### config.mk
export PLATFORM = sky130hd
export DESIGN_NAME = arb_rr_4_1
export DESIGN_NICKNAME = d
export VERILOG_FILES = /design/src/rtl/arb_rr_4_1.sv
export SDC_FILE = /design/constraint.sdc
export NUM_CORES = 1
export LEC_CHECK = 0
export BUFFER_PORTS_ARGS = -buffer_cell sky130_fd_sc_hd__buf_2
export CAP_MARGIN = 25
export CORE_MARGIN = 4
export CORE_UTILIZATION = 51
export CTS_CLUSTER_SIZE = 24
export DETAILED_ROUTE_END_ITERATION = 7
export PLACE_DENSITY = 0.84
export SLEW_MARGIN = 20
export SYNTH_ARGS = -nofsm -noshare
export SYNTH_HDL_FRONTEND = slang
export SYNTH_SLANG_ARGS = --single-unit
### constraint.sdc
create_clock -name clk -period 2.62 [get_ports clk]
set_clock_uncertainty 0.15 [all_clocks]
set_input_delay 0.131 -clock clk [delete_from_list [all_inputs] [get_ports clk]]
set_output_delay 0.131 -clock clk [all_outputs]
set_load 0.02 [all_outputs]
### src/rtl/arb_rr_4_1.sv
`default_nettype none
// ============================================================================
// Module      : arb_rr_4_1
// Description : Four-requester round-robin arbiter with packet locking. It
//               drives the 2-bit select of the downstream 4:1 data mux and
//               owns the valid/ready handshake between four sources and one
//               consumer. A grant is held until the granted source completes
//               a packet (transfer with last) or an idle timeout expires.
//
// Parameters  : TIMEOUT   - cycles a locked grant may sit with its requester
//                           deasserted before forced release; 0 disables.
//
// Ports       : clk       in   1  rising-edge clock
//               rst       in   1  asynchronous active-high reset
//               req       in   4  per-source valid
//               req_last  in   4  per-source end-of-packet flag
//               out_ready in   1  downstream accepts the presented beat
//               sel       out  2  mux select, index of granted source
//               gnt       out  4  one-hot grant, zero when idle
//               out_valid out  1  presented beat is valid
//               out_last  out  1  presented beat ends the packet
//               in_ready  out  4  per-source accept (gnt & out_ready)
//
// Revision    : 1.0 - initial release
// ============================================================================
module arb_rr_4_1 #(
    parameter int TIMEOUT = 16
) (
    input  logic       clk,
    input  logic       rst,
    input  logic [3:0] req,
    input  logic [3:0] req_last,
    input  logic       out_ready,
    output logic [1:0] sel,
    output logic [3:0] gnt,
    output logic       out_valid,
    output logic       out_last,
    output logic [3:0] in_ready
);

    // Counter only has to reach TIMEOUT-1, so clog2(TIMEOUT) bits suffice.
    localparam int            CW         = (TIMEOUT > 1) ? $clog2(TIMEOUT) : 1;
    localparam logic [CW-1:0] c_cnt_max  = CW'((TIMEOUT > 0) ? (TIMEOUT - 1) : 0);
    localparam bit            c_tmo_en   = (TIMEOUT > 0);

    typedef enum logic [0:0] {
        IDLE = 1'b0,
        LOCK = 1'b1
    } state_t;

    state_t        r_state;
    logic [1:0]    r_sel;
    logic [3:0]    r_gnt;
    logic [1:0]    r_ptr;
    logic [CW-1:0] r_cnt;

    logic          w_lock;
    logic          w_req_sel;
    logic          w_tmo;
    logic          w_release;
    logic          w_any;
    logic [1:0]    w_start;
    logic [1:0]    w_win;

    // Round-robin search: first set bit of r at or after start, wrapping 3->0.
    // Iterating from the farthest offset down lets the nearest one win.
    function automatic logic [1:0] f_pick(input logic [3:0] r, input logic [1:0] start);
        logic [1:0] idx;
        f_pick = start;
        for (int k = 3; k >= 0; k--) begin
            idx = start + 2'(k);
            if (r[idx]) begin
                f_pick = idx;
            end
        end
    endfunction

    always_comb begin
        w_lock    = (r_state == LOCK);
        w_req_sel = req[r_sel];
        out_valid = w_lock & w_req_sel;
        out_last  = out_valid & req_last[r_sel];
        in_ready  = r_gnt & {4{out_ready}};

        w_tmo     = c_tmo_en && w_lock && !w_req_sel && (r_cnt == c_cnt_max);
        w_release = (out_valid & out_ready & out_last) | w_tmo;

        // While locked the search for the next owner starts just past the
        // current owner, so the releasing source is considered last.
        w_start   = w_lock ? (r_sel + 2'd1) : r_ptr;
        w_any     = |req;
        w_win     = f_pick(req, w_start);
    end

    always_ff @(posedge clk or posedge rst) begin
        if (rst) begin
            r_state <= IDLE;
            r_sel   <= 2'b00;
            r_gnt   <= 4'b0000;
            r_ptr   <= 2'b00;
            r_cnt   <= '0;
        end else begin
            case (r_state)
                IDLE: begin
                    if (w_any) begin
                        r_state <= LOCK;
                        r_sel   <= w_win;
                        r_gnt   <= 4'b0001 << w_win;
                        r_cnt   <= '0;
                    end
                end
                LOCK: begin
                    if (w_release) begin
                        r_ptr <= r_sel + 2'd1;
                        r_cnt <= '0;
                        if (w_any) begin
                            // Back-to-back hand-over, no idle bubble.
                            r_sel <= w_win;
                            r_gnt <= 4'b0001 << w_win;
                        end else begin
                            r_state <= IDLE;
                            r_gnt   <= 4'b0000;
                        end
                    end else if (c_tmo_en) begin
                        r_cnt <= w_req_sel ? '0 : (r_cnt + CW'(1));
                    end
                end
                default: begin
                    r_state <= IDLE;
                    r_gnt   <= 4'b0000;
                end
            endcase
        end
    end

    assign sel = r_sel;
    assign gnt = r_gnt;

endmodule
`default_nettype wire
==> reports/results.ini, run 1 <==
[outcome]
status = finished clean

[placement]
port_buffers = 22
gp_congestion = 0.956
dpl.hpwl_mm = 1.62

[power]
p_int_uw = 660
clkPwrFrac = 0.107
cellPowerDensity_nw_per_um2 = 1050
seq_power_share = 0.318
comb_power_share = 0.575
switching_share = 0.434
irDropWorstVdd_mv = 0.713
power_switching_uw = 506
total_leakage_power_nw = 0.542

[sta]
maxSlewHeadroom = 0.673
drv_slew = 0
tightest_slew_ns = 0.490
rsz0062_at_grt = false
hold_viol_final = 0
timing.final.crit_share = 0.891
setup_tns_ns = 0
period_minus_slack_ns = 2.33
setup_violations = 0
timing.fmax_mhz = 428

[critical_path]
path_cells = mux4_2, or2_4, a31oi_4, mux2_4
ff2ff_setup_slack_ns = 0.29
worst_setup_path_end_kind = register
slowest_stage = mux4_2
cp_max_fo = 10
required_ns = 2.64
crit_family = multiplexers
critPathBufInv = 0
cp-start-kind = register
path_class = register to register
critPathMaxStageDelay_ns = 0.63
cp.arrival_ns = 2.35

[cts]
worstSkewPairLatency_ns = 0.28
cts.htree.levels = 1
cts_num_sinks = 13
ctsResizeCount = 0
numCtsBuffers = 3
post_cts_buffers = 0
clock_path_buffers = 2
ctsRootBufferMaster = clkbuf_4
cts_tree = built
clk_pin_slew_ns = 0.08

[yosys]
synth_area_leader_cell = dfrtp_1
seq_area_frac_synth = 0.351
synth-adder-area-share = 0.0135
async_reset_ff_frac = 1.00
synth_xor_area_frac = 0.0189
syn-num-nets = 104
ys.flop_type = dfrtp_1
yosys-top-cells-area = dfrtp_1 (35%), inv_1 (3.2%), mux2_4 (3.2%)
synth.top_cell.area_share = 0.351
avgSynthCellArea_um2 = 10.1
yosysWarningCount = 0
synth_cell_types = 48
synth_compound_area_frac = 0.239
ys_ff_latch = 13
synth_edf_count = 0
synth_mux_area_frac = 0.108
syn_area_um2 = 927
synth_cells = 92
post_synth_and_or_nand_nor_area_fraction = 0.211
synth_top_family_by_area = compound AO/OA/AOI/OAI gates

[drt]
firstDrtPassIters = 4
ant_nets = 0
vias = 836
via_per_inst = 5.81
wire_per_inst_um = 14.6
totalWireLength_mm = 2.10
drc_errors = 0
first_iter_violations = 16

[worst_hold_path]
hold_class = input pin to register

[global_routing]
grt_pass1_vias = 825
overflow = 0
gr-usage-all-layers = 0.190
grt_max_degree = 14
antenna_found_initial = 0
grt_first_pass_wirelength_mm = 3.59

[floorplan]
dieWidth_um = 50.6
core.rowCount = 15
core_um2 = 1730
die_h_um = 50.6
io_pins = 23
dieArea_um2 = 2560
start_util = 0.537

[flow_run]
cap_viol_max_count = 0

[final_layout]
mostFrequentLayoutCell = buf_2
syn2layout_area_growth_pct = 19.7
drive_gt1_frac = 0.353
final_core_util = 0.643
antenna_cells = 0
layout_common_cells = buf_2 (22), dfrtp_1 (13), inv_1 (8)
layout.nets = 132

-- power by group through the flow --
stage                     sequential (mW)  combinational (mW)  clock (mW)
after floorplan                     0.387               0.460           0
after global placement              0.363               0.650           0
after detailed placement            0.372               0.665           0
after CTS                           0.369               0.671       0.126
after global routing                0.389               0.729       0.138
final                               0.371               0.670       0.125
-- cell families (layout without fill, tap and decap cells) --
group | count (synthesis) | count (layout)
buf+inv | 12 | 39
compound gates | 26 | 26
xor+xnor | 2 | 2
simple gates | 32 | 32
fa+ha+maj | 1 | 1
mux | 6 | 6
flops | 13 | 13
-- final timing paths --
path | startpoint | end | cells after the start
setup / recovery | sel[0] | sel[1] | 4
hold / removal | req[3] | r_state | 4
setup reg to reg | sel[0] | sel[1] | 4
hold reg to reg | r_cnt[3] | r_cnt[3] | 1
max in group asynchronous | rst | sel[1] | 3
min in group asynchronous | rst | gnt[2] | 3
-- what timing repair did --
item	in CTS	in global routing
hold buffers	1	0
hold endpoints to repair	13	0
endpoints found under the setup margin	0	0
-- metal layers --
metal	part of all wire	global-route usage
met3	0.063	0.0475
met4	0.040	0.130
met5	0	0
met2	0.45	0.300
met1	0.44	0.225
-- synthesized netlist by cell type (all sizes together) (3+ instances only) --
cell / n
mux2: 3
buf: 3
a31oi: 3
a21o: 3
nor2b: 3
inv: 8
nand3: 3
and2: 5
dfrtp: 13
nand2: 6
or3b: 3
-- through the flow --
step           instances  setup slack [ns]  total power, mW  hold slack, ns  instance area (um^2)
3_3_place_gp         139             0.360             1.01          0.0189                  1070
5_1_grt              144             0.185             1.26           0.133                  1110
2_1_floorplan         92             0.353            0.847          -0.142                   927
4_1_cts              144             0.285             1.17           0.117                  1110
6_report             144             0.285             1.17           0.122                  1110
3_5_place_dp         139             0.305             1.04          0.0319                  1070
-- sequential cells by signal, indices dropped and copies added, names as in the netlist --
| signal | cells |
|---|---|
| r_cnt | 4 |
| r_state | 1 |
| sel | 2 |
| r_ptr | 2 |
| gnt | 4 |
-- worst min-delay path: stages --
cell and delay, ns:
buf_2 0.12, nor4_1 0.06, buf_4 0.15, nand2_1 0.06
-- final cells by class --
class                      instances  area (um^2)
tap                               25         31.3
clock buffer                       4         26.3
multi-input combinational         67          547
fill                             143          617
sequential                        13          325
timing repair buffer              27          150
inverter                           8         30.0
(Power assumes the default switching activity.)
==> inputs of run 2 (changes only) <==
==> constraint.sdc (replaced) <==
create_clock -name clk -period 2.3 [get_ports clk]
set_clock_uncertainty 0.15 [all_clocks]
set_input_delay 0.115 -clock clk [delete_from_list [all_inputs] [get_ports clk]]
set_output_delay 0.115 -clock clk [all_outputs]
set_load 0.02 [all_outputs]
==> run 2 against run 1 <==
Net effect:
- global-route usage down 0.10 points
- sequential power grew 7.3%
- final cell count rose by 0.69%
- worst setup slack worse by 0.092 ns
- combinational power rose by 19%
- utilization grew 0.43 points
- non-clock buffer count increased by 1
- maximum frequency up 11%
- clock-buffer cell count unchanged
- largest power group unchanged
==> reports/results.ini, run 2 (synthesized netlist as in run 1, its figures left out) <==
[outcome]
status = finished clean

[global_routing]
gr-usage-all-layers = 0.189  ; -0.00101
grt_pass1_vias = 840  ; +1.8%
antenna_found_initial = 0  ; unchanged
grt_first_pass_wirelength_mm = 3.69  ; +2.7%
grt_max_degree = 14  ; unchanged
overflow = 0  ; unchanged

[final_layout]
final_area_um2 = 1120  ; +0.68%
syn2layout_area_growth_pct = 20.5
antenna_cells = 0  ; unchanged
final_core_util = 0.647  ; +0.00435
layout.nets = 133  ; +0.76%
drive_gt1_frac = 0.358  ; +0.00539
mostFrequentLayoutCell = buf_2
layout_common_cells = buf_2 (22), dfrtp_1 (13), inv_1 (8)

[power]
switching_share = 0.425  ; -0.00940
comb_power_share = 0.599  ; +0.024
irDropWorstVdd_mv = 0.709  ; -0.54%
cellPowerDensity_nw_per_um2 = 1190  ; +13%
power_switching_uw = 564  ; +11%
seq_power_share = 0.299  ; -0.019
p_int_uw = 764  ; +16%
clkPwrFrac = 0.102  ; -0.005
total_leakage_power_nw = 0.547  ; +0.99%

[critical_path]
cp-start-kind = register
required_ns = 2.31  ; -0.33 ns
slowest_stage = mux4_1
path_cells = buf_4, mux4_1, nand3_1, a31oi_4, mux2_4
critPathBufInv = 1  ; +1
cp_max_fo = 9  ; -1
crit_family = multiplexers
path_class = register to register
critPathMaxStageDelay_ns = 0.61  ; -0.02 ns
worst_setup_path_end_kind = register
cp.arrival_ns = 2.11  ; -0.24 ns

[cts]
clock_path_buffers = 2  ; unchanged
cts_num_sinks = 13  ; unchanged
numCtsBuffers = 3  ; unchanged
cts.htree.levels = 1  ; unchanged
clk_pin_slew_ns = 0.07  ; about the same
worstSkewPairLatency_ns = 0.27  ; about the same
post_cts_buffers = 0  ; unchanged
ctsRootBufferMaster = clkbuf_4
cts_tree = built

[floorplan]
core.rowCount = 15  ; unchanged
io_pins = 23  ; unchanged
dieArea_um2 = 2560  ; unchanged
core_um2 = 1730  ; unchanged
start_util = 0.537  ; unchanged
die_h_um = 50.6  ; unchanged
dieWidth_um = 50.6  ; unchanged

[drt]
firstDrtPassIters = 4  ; unchanged
via_per_inst = 5.90  ; +1.7%
drc_errors = 0  ; unchanged
wire_per_inst_um = 14.5  ; -0.60%
vias = 856  ; +2.4%
ant_nets = 0  ; unchanged
totalWireLength_mm = 2.10  ; about the same
first_iter_violations = 22  ; +6

[sta]
drv_slew = 0  ; unchanged
period_minus_slack_ns = 2.11  ; -0.228 ns
setup_tns_ns = 0  ; unchanged
setup_violations = 0  ; unchanged
rsz0062_at_grt = false
tightest_slew_ns = 0.506  ; +0.0161 ns
hold_viol_final = 0  ; unchanged
hold_ws_ns = 0.105  ; -0.0166 ns
timing.final.crit_share = 0.916  ; +0.0247
timing.fmax_mhz = 475  ; +11%
maxSlewHeadroom = 0.662  ; -0.0108

[worst_hold_path]
hold_class = input pin to register

[placement]
gp_congestion = 0.850  ; -11%
post_dp_cell_area_um2 = 1080  ; +0.70%
port_buffers = 22  ; unchanged
dpl.hpwl_mm = 1.63  ; +0.52%

[flow_run]
cap_viol_max_count = 0  ; unchanged

[run 2: changes by cell type in the layout (fill, tap and decap cells not counted), sizes merged]
cell / previous run / this run
buf: 26 / 27
[run 2: cell type report]
cell class | count | area (um^2)
clock buffers | 4 | 26.3
fillers | 143 | 609
inverters | 8 | 30.0
multi-input cells | 67 | 547
flip-flops and latches | 13 | 325
well taps | 25 | 31.3
repair buffers | 28 | 158
[run 2: routing by layer]
layer  part of all wire  up-vias  GRT usage  wire length (um)
met5                  0        -          0                 0
met4              0.013        0     0.0807                27
met3              0.077        5     0.0297               161
met2               0.48       33      0.317              1000
met1               0.43      412      0.239               908
li1                   -      406          -                 -
[run 2: final timing paths]
| kind | depth (start not counted) | from | slack, ns | to |
|---|---|---|---|---|
| setup / recovery | 5 | sel[0] | 0.19 | sel[0] |
| hold / removal | 4 | req[3] | 0.11 | r_state |
| setup reg to reg | 5 | sel[0] | 0.19 | sel[0] |
| hold reg to reg | 1 | r_cnt[3] | 0.37 | r_cnt[3] |
| max in group asynchronous | 3 | rst | 1.40 | sel[0] |
| min in group asynchronous | 3 | rst | 0.26 | gnt[2] |
[run 2: tightest hold or removal path, stage by stage]
cell and delay, ns:
buf_2 0.12, nor4_1 0.05, buf_4 0.14, nand2_1 0.06
[run 2: per-stage QoR]
stage	worst slack, ns	instances	total power [mW]
after floorplan	0.0330	92	0.965
after global placement	0.228	140	1.17
after detailed placement	0.169	140	1.19
after CTS	0.146	145	1.33
after global routing	0.0974	145	1.44
final	0.194	145	1.33
[run 2: timing repair]
item / in CTS / in global routing
gates resized for setup: 0 / 1
hold buffers: 1 / 0
endpoints found under the hold margin: 13 / 0
setup endpoints to repair: 0 / 1
[run 2: power by group through the flow]
| stage | Sequential [mW] | Clock [mW] | Combinational (mW) |
|---|---|---|---|
| after floorplan | 0.441 | 0 | 0.524 |
| after global placement | 0.397 | 0 | 0.772 |
| after detailed placement | 0.400 | 0 | 0.789 |
| after CTS | 0.397 | 0.139 | 0.798 |
| after global routing | 0.412 | 0.153 | 0.870 |
| final | 0.398 | 0.135 | 0.795 |
